### src/rtl/dac_adc_bus_arbiter_if.sv
// Request/acknowledge and serial-bus bundle shared by the two requesters,
// the DAC/ADC serial pins and dac_adc_bus_arbiter.
interface dac_adc_bus_arbiter_if #(
    parameter int WORD_BITS = 16
) ();
    logic                 iREQ_SEQ;
    logic                 iOP_SEQ;
    logic [WORD_BITS-1:0] iWORD_SEQ;
    logic                 iREQ_HOST;
    logic                 iOP_HOST;
    logic [WORD_BITS-1:0] iWORD_HOST;
    logic                 oACK_SEQ;
    logic                 oACK_HOST;
    logic [WORD_BITS-1:0] oRDATA;
    logic                 oBUSY;
    logic                 DACS;
    logic                 DACLK;
    logic                 DADATA;
    logic                 ADCS;
    logic                 ADCLK;
    logic                 ADDIN;
    logic                 ADDOUT;

    // Requester side plus the ADC data pin.
    modport master (
        output iREQ_SEQ, iOP_SEQ, iWORD_SEQ, iREQ_HOST, iOP_HOST, iWORD_HOST, ADDOUT,
        input  oACK_SEQ, oACK_HOST, oRDATA, oBUSY,
        input  DACS, DACLK, DADATA, ADCS, ADCLK, ADDIN
    );

    // Arbiter side.
    modport slave (
        input  iREQ_SEQ, iOP_SEQ, iWORD_SEQ, iREQ_HOST, iOP_HOST, iWORD_HOST, ADDOUT,
        output oACK_SEQ, oACK_HOST, oRDATA, oBUSY,
        output DACS, DACLK, DADATA, ADCS, ADCLK, ADDIN
    );
endinterface

### src/rtl/dac_adc_bus_arbiter.sv
// Round-robin arbiter between the sequencer (requester 0) and the host
// command path (requester 1) for a shared serial DAC/ADC link. One frame of
// WORD_BITS bits is shifted MSB first per grant; ADC reads capture ADDOUT.
module dac_adc_bus_arbiter #(
    parameter int SCK_HALF  = 4,
    parameter int WORD_BITS = 16
) (
    input logic                  CLK_50,
    input logic                  nRst,
    dac_adc_bus_arbiter_if.slave bus
);
    typedef enum logic [2:0] {IDLE, SETUP, SHIFT, HOLD, GAP} state_t;

    localparam logic [7:0] HALF_RELOAD = 8'(SCK_HALF - 1);
    localparam logic [5:0] BIT_RELOAD  = 6'(WORD_BITS - 1);
    localparam logic       SEL_HOST    = 1'b1;

    state_t               state;
    state_t               state_nx;
    logic [7:0]           half_cnt;
    logic [5:0]           bit_cnt;
    logic                 sck_q;
    logic                 op_q;
    logic                 owner_q;
    logic                 last_q;
    logic [WORD_BITS-1:0] tx_q;
    logic [WORD_BITS-1:0] rx_q;
    logic [WORD_BITS-1:0] rdata_q;
    logic                 ack_seq_q;
    logic                 ack_host_q;

    logic                 half_done;
    logic                 any_req;
    logic                 winner;
    logic                 sck_rise;
    logic                 sck_fall;
    logic                 last_fall;
    logic                 cs_active;

    // Shared decode: phase timing, SCK edges and round-robin winner.
    always_comb begin
        half_done = (half_cnt == 8'd0);
        any_req   = bus.iREQ_SEQ | bus.iREQ_HOST;
        // On a tie the requester not served last wins; otherwise the only requester.
        winner    = (bus.iREQ_SEQ & bus.iREQ_HOST) ? ~last_q : bus.iREQ_HOST;
        sck_rise  = (state == SHIFT) & half_done & ~sck_q;
        sck_fall  = (state == SHIFT) & half_done & sck_q;
        last_fall = sck_fall & (bit_cnt == 6'd0);
        cs_active = (state == SETUP) | (state == SHIFT) | (state == HOLD);
    end

    // Next-state logic for the transfer sequence.
    always_comb begin
        state_nx = state;
        case (state)
            IDLE:    if (any_req)   state_nx = SETUP;
            SETUP:   if (half_done) state_nx = SHIFT;
            SHIFT:   if (last_fall) state_nx = HOLD;
            HOLD:    if (half_done) state_nx = GAP;
            GAP:     if (half_done) state_nx = IDLE;
            default:                state_nx = IDLE;
        endcase
    end

    // State register.
    always_ff @(posedge CLK_50 or negedge nRst) begin
        if (!nRst) state <= IDLE;
        else       state <= state_nx;
    end

    // Half-period and bit counters, reloaded on every state entry.
    always_ff @(posedge CLK_50 or negedge nRst) begin
        if (!nRst) begin
            half_cnt <= '0;
            bit_cnt  <= '0;
        end else if (state_nx != state) begin
            half_cnt <= HALF_RELOAD;
            bit_cnt  <= BIT_RELOAD;
        end else if (state != IDLE) begin
            if (half_done) half_cnt <= HALF_RELOAD;
            else           half_cnt <= half_cnt - 8'd1;
            if (sck_fall)  bit_cnt  <= bit_cnt - 6'd1;
        end
    end

    // Serial clock: toggles each half period in SHIFT, low everywhere else.
    always_ff @(posedge CLK_50 or negedge nRst) begin
        if (!nRst)                            sck_q <= 1'b0;
        else if ((state == SHIFT) && half_done) sck_q <= ~sck_q;
        else if (state != SHIFT)              sck_q <= 1'b0;
    end

    // Grant capture, transmit shifting on SCK fall, receive sampling on SCK rise.
    always_ff @(posedge CLK_50 or negedge nRst) begin
        if (!nRst) begin
            op_q    <= 1'b0;
            owner_q <= 1'b0;
            last_q  <= SEL_HOST;
            tx_q    <= '0;
            rx_q    <= '0;
        end else begin
            if ((state == IDLE) && any_req) begin
                op_q    <= winner ? bus.iOP_HOST : bus.iOP_SEQ;
                owner_q <= winner;
                last_q  <= winner;
                tx_q    <= winner ? bus.iWORD_HOST : bus.iWORD_SEQ;
            end else if (sck_fall && !last_fall) begin
                tx_q <= {tx_q[WORD_BITS-2:0], 1'b0};
            end
            if (sck_rise && op_q) rx_q <= {rx_q[WORD_BITS-2:0], bus.ADDOUT};
        end
    end

    // Completion: one-cycle ack to the owner, read data published with it.
    always_ff @(posedge CLK_50 or negedge nRst) begin
        if (!nRst) begin
            ack_seq_q  <= 1'b0;
            ack_host_q <= 1'b0;
            rdata_q    <= '0;
        end else begin
            ack_seq_q  <= 1'b0;
            ack_host_q <= 1'b0;
            if ((state == GAP) && half_done) begin
                ack_seq_q  <= ~owner_q;
                ack_host_q <= owner_q;
                if (op_q) rdata_q <= rx_q;
            end
        end
    end

    // Pin drive: only the device selected by op sees CS, SCK and data.
    always_comb begin
        bus.oACK_SEQ  = ack_seq_q;
        bus.oACK_HOST = ack_host_q;
        bus.oRDATA    = rdata_q;
        bus.oBUSY     = (state != IDLE);
        bus.DACS      = ~(cs_active & ~op_q);
        bus.DACLK     = sck_q & ~op_q;
        bus.DADATA    = cs_active & ~op_q & tx_q[WORD_BITS-1];
        bus.ADCS      = ~(cs_active & op_q);
        bus.ADCLK     = sck_q & op_q;
        bus.ADDIN     = cs_active & op_q & tx_q[WORD_BITS-1];
    end
endmodule

### src/flat_wrapper.sv
// flat-port wrapper written by rule: the top's interface ports become plain ports
module dac_adc_bus_arbiter_flat 
#(
    parameter int SCK_HALF  = 4,
    parameter int WORD_BITS = 16
)
  (CLK_50, nRst, bus_iREQ_SEQ, bus_iOP_SEQ, bus_iWORD_SEQ, bus_iREQ_HOST, bus_iOP_HOST, bus_iWORD_HOST, bus_ADDOUT, bus_oACK_SEQ, bus_oACK_HOST, bus_oRDATA, bus_oBUSY, bus_DACS, bus_DACLK, bus_DADATA, bus_ADCS, bus_ADCLK, bus_ADDIN);
  dac_adc_bus_arbiter_if #(.WORD_BITS(WORD_BITS)) bus_i ();
  input logic CLK_50;
  input logic nRst;
  input wire logic [$bits(bus_i.iREQ_SEQ)-1:0] bus_iREQ_SEQ;
  input wire logic [$bits(bus_i.iOP_SEQ)-1:0] bus_iOP_SEQ;
  input wire logic [$bits(bus_i.iWORD_SEQ)-1:0] bus_iWORD_SEQ;
  input wire logic [$bits(bus_i.iREQ_HOST)-1:0] bus_iREQ_HOST;
  input wire logic [$bits(bus_i.iOP_HOST)-1:0] bus_iOP_HOST;
  input wire logic [$bits(bus_i.iWORD_HOST)-1:0] bus_iWORD_HOST;
  input wire logic [$bits(bus_i.ADDOUT)-1:0] bus_ADDOUT;
  output wire logic [$bits(bus_i.oACK_SEQ)-1:0] bus_oACK_SEQ;
  output wire logic [$bits(bus_i.oACK_HOST)-1:0] bus_oACK_HOST;
  output wire logic [$bits(bus_i.oRDATA)-1:0] bus_oRDATA;
  output wire logic [$bits(bus_i.oBUSY)-1:0] bus_oBUSY;
  output wire logic [$bits(bus_i.DACS)-1:0] bus_DACS;
  output wire logic [$bits(bus_i.DACLK)-1:0] bus_DACLK;
  output wire logic [$bits(bus_i.DADATA)-1:0] bus_DADATA;
  output wire logic [$bits(bus_i.ADCS)-1:0] bus_ADCS;
  output wire logic [$bits(bus_i.ADCLK)-1:0] bus_ADCLK;
  output wire logic [$bits(bus_i.ADDIN)-1:0] bus_ADDIN;
  assign bus_i.iREQ_SEQ = bus_iREQ_SEQ;
  assign bus_i.iOP_SEQ = bus_iOP_SEQ;
  assign bus_i.iWORD_SEQ = bus_iWORD_SEQ;
  assign bus_i.iREQ_HOST = bus_iREQ_HOST;
  assign bus_i.iOP_HOST = bus_iOP_HOST;
  assign bus_i.iWORD_HOST = bus_iWORD_HOST;
  assign bus_i.ADDOUT = bus_ADDOUT;
  assign bus_oACK_SEQ = bus_i.oACK_SEQ;
  assign bus_oACK_HOST = bus_i.oACK_HOST;
  assign bus_oRDATA = bus_i.oRDATA;
  assign bus_oBUSY = bus_i.oBUSY;
  assign bus_DACS = bus_i.DACS;
  assign bus_DACLK = bus_i.DACLK;
  assign bus_DADATA = bus_i.DADATA;
  assign bus_ADCS = bus_i.ADCS;
  assign bus_ADCLK = bus_i.ADCLK;
  assign bus_ADDIN = bus_i.ADDIN;
  dac_adc_bus_arbiter #(.SCK_HALF(SCK_HALF), .WORD_BITS(WORD_BITS)) u_core (.CLK_50(CLK_50), .nRst(nRst), .bus(bus_i));
endmodule
### config.mk
export PLATFORM = sky130hd
export DESIGN_NAME = dac_adc_bus_arbiter_flat
export DESIGN_NICKNAME = d
export VERILOG_FILES = /design/src/rtl/dac_adc_bus_arbiter_if.sv /design/src/rtl/dac_adc_bus_arbiter.sv /design/src/flat_wrapper.sv
export SDC_FILE = /design/constraint.sdc
export NUM_CORES = 1
export LEC_CHECK = 0
export ABC_AREA = 1
export CAP_MARGIN = 20
export CORE_MARGIN = 2
export CORE_UTILIZATION = 57
export CTS_CLUSTER_SIZE = 40
export DETAILED_ROUTE_END_ITERATION = 16
export PLACE_DENSITY = 0.86
export SLEW_MARGIN = 15
export SYNTH_ARGS = -nofsm -noshare
export SYNTH_HDL_FRONTEND = slang
export SYNTH_SLANG_ARGS = --single-unit
### constraint.sdc
create_clock -name CLK_50 -period 2.57 [get_ports CLK_50]
set_input_delay 0.514 -clock CLK_50 [delete_from_list [all_inputs] [get_ports CLK_50]]
set_output_delay 0.514 -clock CLK_50 [all_outputs]
set_load 0.01 [all_outputs]
# [Word-level counts from Yosys, hierarchy flattened]
# Index checks and enable logic that the tools add are counted.
# Widths: inputs -> output; s select.
[word_totals] input_bits=39 ff_bits=71 wordCells=77 out_inout_bits=25
[op_classes] addsub=2 n_bitwise=20 eq_ne=6 n_reduce_logical=16 muxes=21
[ops] op="$mux 16" count=3
[ops] op="$mux 8" count=3
[ops] op="$mux 6" count=3
[ops] op="$mux 3" count=5
[ops] op="$pmux 3 s5" count=1
[ops] op="$and 1x1->1" count=11
[ops] op="$logic_not 8->1" count=1
[ops] op="$reduce_bool 2->1" count=4
[ops] op="$sub 8x1->8 const B" count=1
[ops] op="$eq 3x2->1 const B" count=2
[ops] op="$logic_not 6->1" count=1
[ops] op="$mux 1" count=6
[ops] op="$not 1->1" count=6
[ops] op="$sub 6x1->6 const B" count=1
[ops] op="$logic_and 1x1->1" count=5
[ops] op="$reduce_and 2->1" count=2
[ops] op="$eq 3x1->1 const B" count=1
[ops] op="$eq 3x3->1 const B" count=1
[ops] op="$logic_not 3->1" count=1
[ops] op="$ne 3x2->1 const B" count=1
[ops] op="$ne 3x3->1" count=1
[ops] op="$or 1x1->1" count=3
[ops] op="$reduce_bool 3->1" count=1
[ops] op="$logic_not 1->1" count=1

# [Longest topological paths before layout]
# Gate-level depths: netlist of the first run.
[depth] word_depth=9 ltp_mapped=12 depth_no_buf=10

# [Least setup slack after synthesis of the first run]
# No wires, ideal clock.
[synth_timing] kind="input-to-reg" startpoint="input bus_iREQ_HOST" endpoint="register u_core.bit_cnt[2]" path_slack_ns=1.024 required_ns=2.453 arrival_time_ns=1.429 setup_time_ns=0.117 path_buffers=1 path_stages=9 cell_sequence="nor2_1 nor2_8 inv_4 nand2_1 nor2_2 buf_6 nand3_1 nand2_1 nand2_1"
[synth_via] elab_chain_len=6 word_cells_on_any_way=8 cone_classes="eq/ne: 1; mux: 3; bitwise: 1; reduce/logical: 3"
[synth_lines] element="from (decl)" line_no="flat_wrapper.sv:14" rtl="input wire logic [$bits(bus_i.iREQ_HOST)-1:0] bus_iREQ_HOST;"
[synth_lines] element="$or 1x1->1 (*)" line_no="dac_adc_bus_arbiter.sv:43" rtl="any_req = bus.iREQ_SEQ | bus.iREQ_HOST;"
[synth_lines] element="$mux 3 (*)" line_no="dac_adc_bus_arbiter.sv:56" rtl="IDLE: if (any_req) state_nx = SETUP;"
[synth_lines] element="$pmux 3 s5 (*)" line_no="dac_adc_bus_arbiter.sv:55" rtl="case (state)"
[synth_lines] element="$ne 3x3->1 (*)" line_no="dac_adc_bus_arbiter.sv:76" rtl="end else if (state_nx != state) begin"
[synth_lines] element="$reduce_bool 2->1 (no line)"
[synth_lines] element="$reduce_and 2->1 (no line)"
[synth_lines] element="to (signal assigned)" line_no="dac_adc_bus_arbiter.sv:82" rtl="if (sck_fall) bit_cnt <= bit_cnt - 6'd1;"
[synth_lines] element="to (decl)" line_no="dac_adc_bus_arbiter.sv:21" rtl="logic [5:0] bit_cnt;"
# Every way passes the cells marked *; elsewhere a longest branch is shown, timed or not.
# A chain may end at the register's enable or synchronous reset.

# [Worst setup path after layout of the first run]
[layout_timing] startpoint="register u_core.state[1]" endpoint="output bus_DADATA"
[layout_via] elab_chain_len=5 word_cells_on_any_way=7 cone_classes="eq/ne: 3; bitwise: 4"
[layout_lines] element="from (decl)" line_no="dac_adc_bus_arbiter.sv:18" rtl="state_t state;"
[layout_lines] element="from (signal assigned)" line_no="dac_adc_bus_arbiter.sv:68" rtl="else state <= state_nx;"
[layout_lines] element="$eq 3x1->1 / $eq 3x2->1 (equally long branches)" line_no="dac_adc_bus_arbiter.sv:49" rtl="cs_active = (state == SETUP) | (state == SHIFT) | (state == HOLD);"
[layout_lines] element="$or 1x1->1" line_no="dac_adc_bus_arbiter.sv:49"
[layout_lines] element="$or 1x1->1 (*)" line_no="dac_adc_bus_arbiter.sv:49"
[layout_lines] element="$and 1x1->1 (*) (2 in series)" line_no="dac_adc_bus_arbiter.sv:139" rtl="bus.DADATA = cs_active & ~op_q & tx_q[WORD_BITS-1];"
[layout_lines] element="to (decl)" line_no="flat_wrapper.sv:24" rtl="output wire logic [$bits(bus_i.DADATA)-1:0] bus_DADATA;"
# Marked as above.

==> results of run 1 <==
==> synthesized netlist by cell type (all sizes together) (3+ instances only) <==
master | n | area [sq um]
nand2 | 91 | 377
dfrtp | 70 | 1750
o21ai | 68 | 397
inv | 56 | 215
nor2 | 47 | 225
o22ai | 16 | 100
nand3 | 12 | 80.1
buf | 11 | 109
nand4 | 9 | 56.3
clkbuf | 6 | 22.5
xor2 | 5 | 43.8
a21oi | 4 | 20.0
nor3 | 4 | 20.0
ha | 3 | 37.5
==> cell families (layout without fill, tap and decap cells) <==
kind of cell / after synthesis / count (layout) / share of synthesized area [%]
buffers and inverters: 73 / 142 / 9.73
flip-flops: 71 / 71 / 49.9
AND/OR/NAND/NOR: 166 / 166 / 21.8
adder cells (fa/ha/maj): 3 / 3 / 1.05
XOR/XNOR: 7 / 7 / 1.72
multiplexers: 1 / 1 / 0.316
AO/OA/AOI/OAI: 92 / 92 / 15.4
==> worst max path at each step <==
stage               depth (start not counted)                             to
floorplan                                   9  u_core.bit_cnt[2]$_DFFE_PN0P_
detailed placement                         10  u_core.bit_cnt[0]$_DFFE_PN0P_
finish                                      5                     bus_DADATA
global placement                           10  u_core.bit_cnt[0]$_DFFE_PN0P_
global route                                5                      bus_ADDIN
CTS                                         5                      bus_ADDIN
==> critical path, stage by stage, from the launching register on <==
cell	delay [ps]
sky130_fd_sc_hd__dfrtp_1	480
sky130_fd_sc_hd__nor2_4	90
sky130_fd_sc_hd__nor2_1	160
sky130_fd_sc_hd__nand2_1	140
sky130_fd_sc_hd__nor2_1	100
sky130_fd_sc_hd__clkdlybuf4s50_1	540
==> per-layer routing <==
layer	vias up	part of all wire, %
li1	1463	-
met1	1443	42
met2	63	52
met3	18	3.3
met4	0	2.7
met5	-	0
==> per-stage QoR <==
stage	cell area, sq um	hold WS (ps)
2_1_floorplan	3560	218
3_3_place_gp	4210	409
3_5_place_dp	4210	419
4_1_cts	4430	75.2
5_1_grt	4430	91.2
6_report	4430	76.3
==> flip-flops by register name, indices dropped and copies added, names as in the netlist <==
signal / cells
u_core.op_q: 1
u_core.sck_q: 1
u_core.bit_cnt: 6
u_core.state: 3
u_core.bus.oRDATA: 16
u_core.tx_q: 16
u_core.bus.oACK_HOST: 1
u_core.bus.oACK_SEQ: 1
u_core.owner_q: 1
u_core.last_q: 1
u_core.rx_q: 16
u_core.half_cnt: 8
==> cell type report <==
class / count / area, sq um / share of cell area, %
Sequential cell: 71 / 1780 / 40.2
Multi-Input combinational cell: 269 / 1440 / 32.4
Timing Repair Buffer: 70 / 691 / 15.6
Inverter: 56 / 215 / 4.86
Clock buffer: 11 / 131 / 2.97
Tap cell: 75 / 93.8 / 2.12
Clock inverter: 5 / 82.6 / 1.86
==> report_power, final <==
part	leakage (uW)	internal, uW	total [uW]	switching (uW)
logic	0.00105	106	203	97.0
registers	0.000923	1150	1170	17.4
clock network	0.000107	549	958	408
total	0.00208	1810	2330	523
==> results.md, run 1 <==
Detailed routing:
- The detail route stage leaves a number of antenna-violating nets equal to 0.
- For this run, design rule violations remaining after detail routing come to 0.
- In this run, the number of DRC markers left after iteration 0 of detailed routing was 169.
- Dividing the detail-routed wire length by the instance count gives 13.8 um.
- For this run, the detailed router's first-pass iteration total came to 4.
- In the routed layout, each cell is associated on average with a via count of 5.36.
- The total wire length after detailed routing is 7670 um.
- The overall via count from detail_route is 2987.

Global routing:
- Entering global routing, the biggest net connects 43 pins.
- The total overflow left after global routing is 0.
- The first global-routing pass estimated 13400 um of wire.
- The number of global-route vias before repair is 2985.
- The global routing usage on met1 is 29.9%.
- The number of antenna violations at the first check in global routing is 0.
- For met2 alone, demand over resource in global routing was 40.5%.
- The aggregate global-route resource usage is 23.8%.
- The peak-usage layer in the global routing report is met2.
- Global routing used 3.78% of the available met3 tracks.

Layout:
- The share of cells above drive strength 1 is 13.1%.
- The finished layout holds 557 standard cells, fillers aside.
- For this run, the share of the core covered by cells in the final layout is 73.9%.
- The number of antenna diodes in the final layout is 0.
- From synthesis to final layout, the design area changed by 24.4%.
- The library cells used most frequently in the layout, excluding fill and tap cells, are sky130_fd_sc_hd__nand2_1, sky130_fd_sc_hd__dfrtp_1, sky130_fd_sc_hd__clkdlybuf4s50_1, sky130_fd_sc_hd__inv_1, sky130_fd_sc_hd__o21ai_0.
- The total of fill cells in the finished design is 446.
- The most common library cell in the layout ignoring fill and taps is sky130_fd_sc_hd__nand2_1.
- In the final design database the tool counted 519 nets.

Die:
- The starting density of the core is 59.4%.
- Measured along the x axis, the die boundary spans 83.0 um.
- The floorplan has 28 rows.
- The region available for standard cell placement spans 5990 sq um.
- Pin placement for this block handled 64 I/O pins.
- The die is 83.0 um tall.
- The die outline area is 6900 sq um.

Critical path:
- The number of cells on the worst reg-to-reg path is 7.
- Data arrives at the worst endpoint at 1830 ps.
- In this run the critical register-to-register path is captured at u_core.bus.oRDATA[9]$_DFFE_PN0P_.
- The start of the worst register-to-register path is u_core.half_cnt[0]$_DFFE_PN0P_.
- The top fanout value on the critical path is 6.
- The worst setup path is of the reg -> out kind.
- The startpoint kind of the worst setup timing path is a flop.
- The launching instance or port of the critical path is u_core.state[1]$_DFF_PN0_.
- The critical path endpoint category is an output port.
- The setup slack on the worst flop-to-flop path is 520 ps.
- The data required time of the critical path is 2060 ps.

Placement:
- The detailed-placement wirelength estimate is 5210 um.
- The cell count after placement is 541.
- At the placement stage, the worst setup path has a slack of 419 ps.
- The count of buffers added on input and output ports is 63.
- The global placer's final weighted congestion is 0.812.

Timing:
- For this run, the top clock speed supported by timing is 427 MHz.
- Setup violations remaining at the end of the flow were counted as 0.
- Between clock sinks in the finished design, the worst skew comes to 14.6 ps.
- Setup repair after global routing left no endpoint under its margin.
- The share of the cycle needed by the critical path after routing is 91.1%.
- The pin slew with the least headroom to its limit is 792 ps.
- The max-slew violation count came to 0.
- The worst-case headroom to the max-slew limit is 46.8%.
- The setup TNS is 0 ps.
- The minimum setup slack in the final design is 228 ps.
- For the finished layout, the period the worst path requires is 2340 ps.
- The number of endpoints with negative hold slack in the final report is 0.

Yosys:
- Among all flip-flop cells after synthesis, the most frequent one is sky130_fd_sc_hd__dfrtp_1.
- The number of synthesized register bits is 71.
- The number of enable flip-flop cells after synthesis is 0.
- The count of distinct cell types in the synthesized netlist is 36.
- The synthesized cell area is 3560 sq um.
- Synthesis produced a netlist whose cell count is 413.
- The Yosys warning count is 0.
- Synthesis produced a netlist with a net count of 455.
- The register area share after synthesis is 49.9%.
- Of all flip-flops after synthesis, the portion carrying an async set or reset was 100%.
- Each instance of the synthesized netlist takes up on average 8.62 sq um.

Status:
- The flow ran to the end, and the final reports show no timing, DRC or antenna violations.

Clock network:
- TritonCTS built the clock tree.
- In this run, CTS created clock tree buffers numbering 9.
- The post-cts gate resize count is 0.
- CTS built an H-tree with a depth of 3.
- The post-CTS setup-driven buffer insertion count is 0.
- The maximum number of buffers from clock root to sink is 2.
- The clock reaches the later pin of the worst-skew pair after 340 ps.
- The register clock-pin slew on the reported worst setup and hold paths is 70 ps.
- The root buffer cell is sky130_fd_sc_hd__clkbuf_8.
- The count of clock tree sinks is 71.
- The number of hold-repair buffers added at the cts stage is 0.

Power and ir drop:
- The peak ir drop on the vdd network is 0.311 mV.
- In this run the power density over the cells is 526 nW/um^2.
- The overall power consumption is 2330 uW.
- For this design the static power due to leakage is 0.00208 uW.

Worst hold path:
- The kind of path behind the tightest hold check is in -> async.

Run:
- The number of max-cap violations is 0.
Note: power is estimated with default switching activity, not from simulation.
==> run 2, diff against run 1 <==
--- a/config.mk
+++ b/config.mk
@@ -6,6 +6,7 @@
 export NUM_CORES = 1
 export LEC_CHECK = 0
 export ABC_AREA = 1
+export ABC_CLOCK_PERIOD_IN_PS = 2570
 export CAP_MARGIN = 20
 export CORE_MARGIN = 2
 export CORE_UTILIZATION = 57
==> results of run 2 <==
The final DEF is identical to that of run 1; final timing and power are the same.
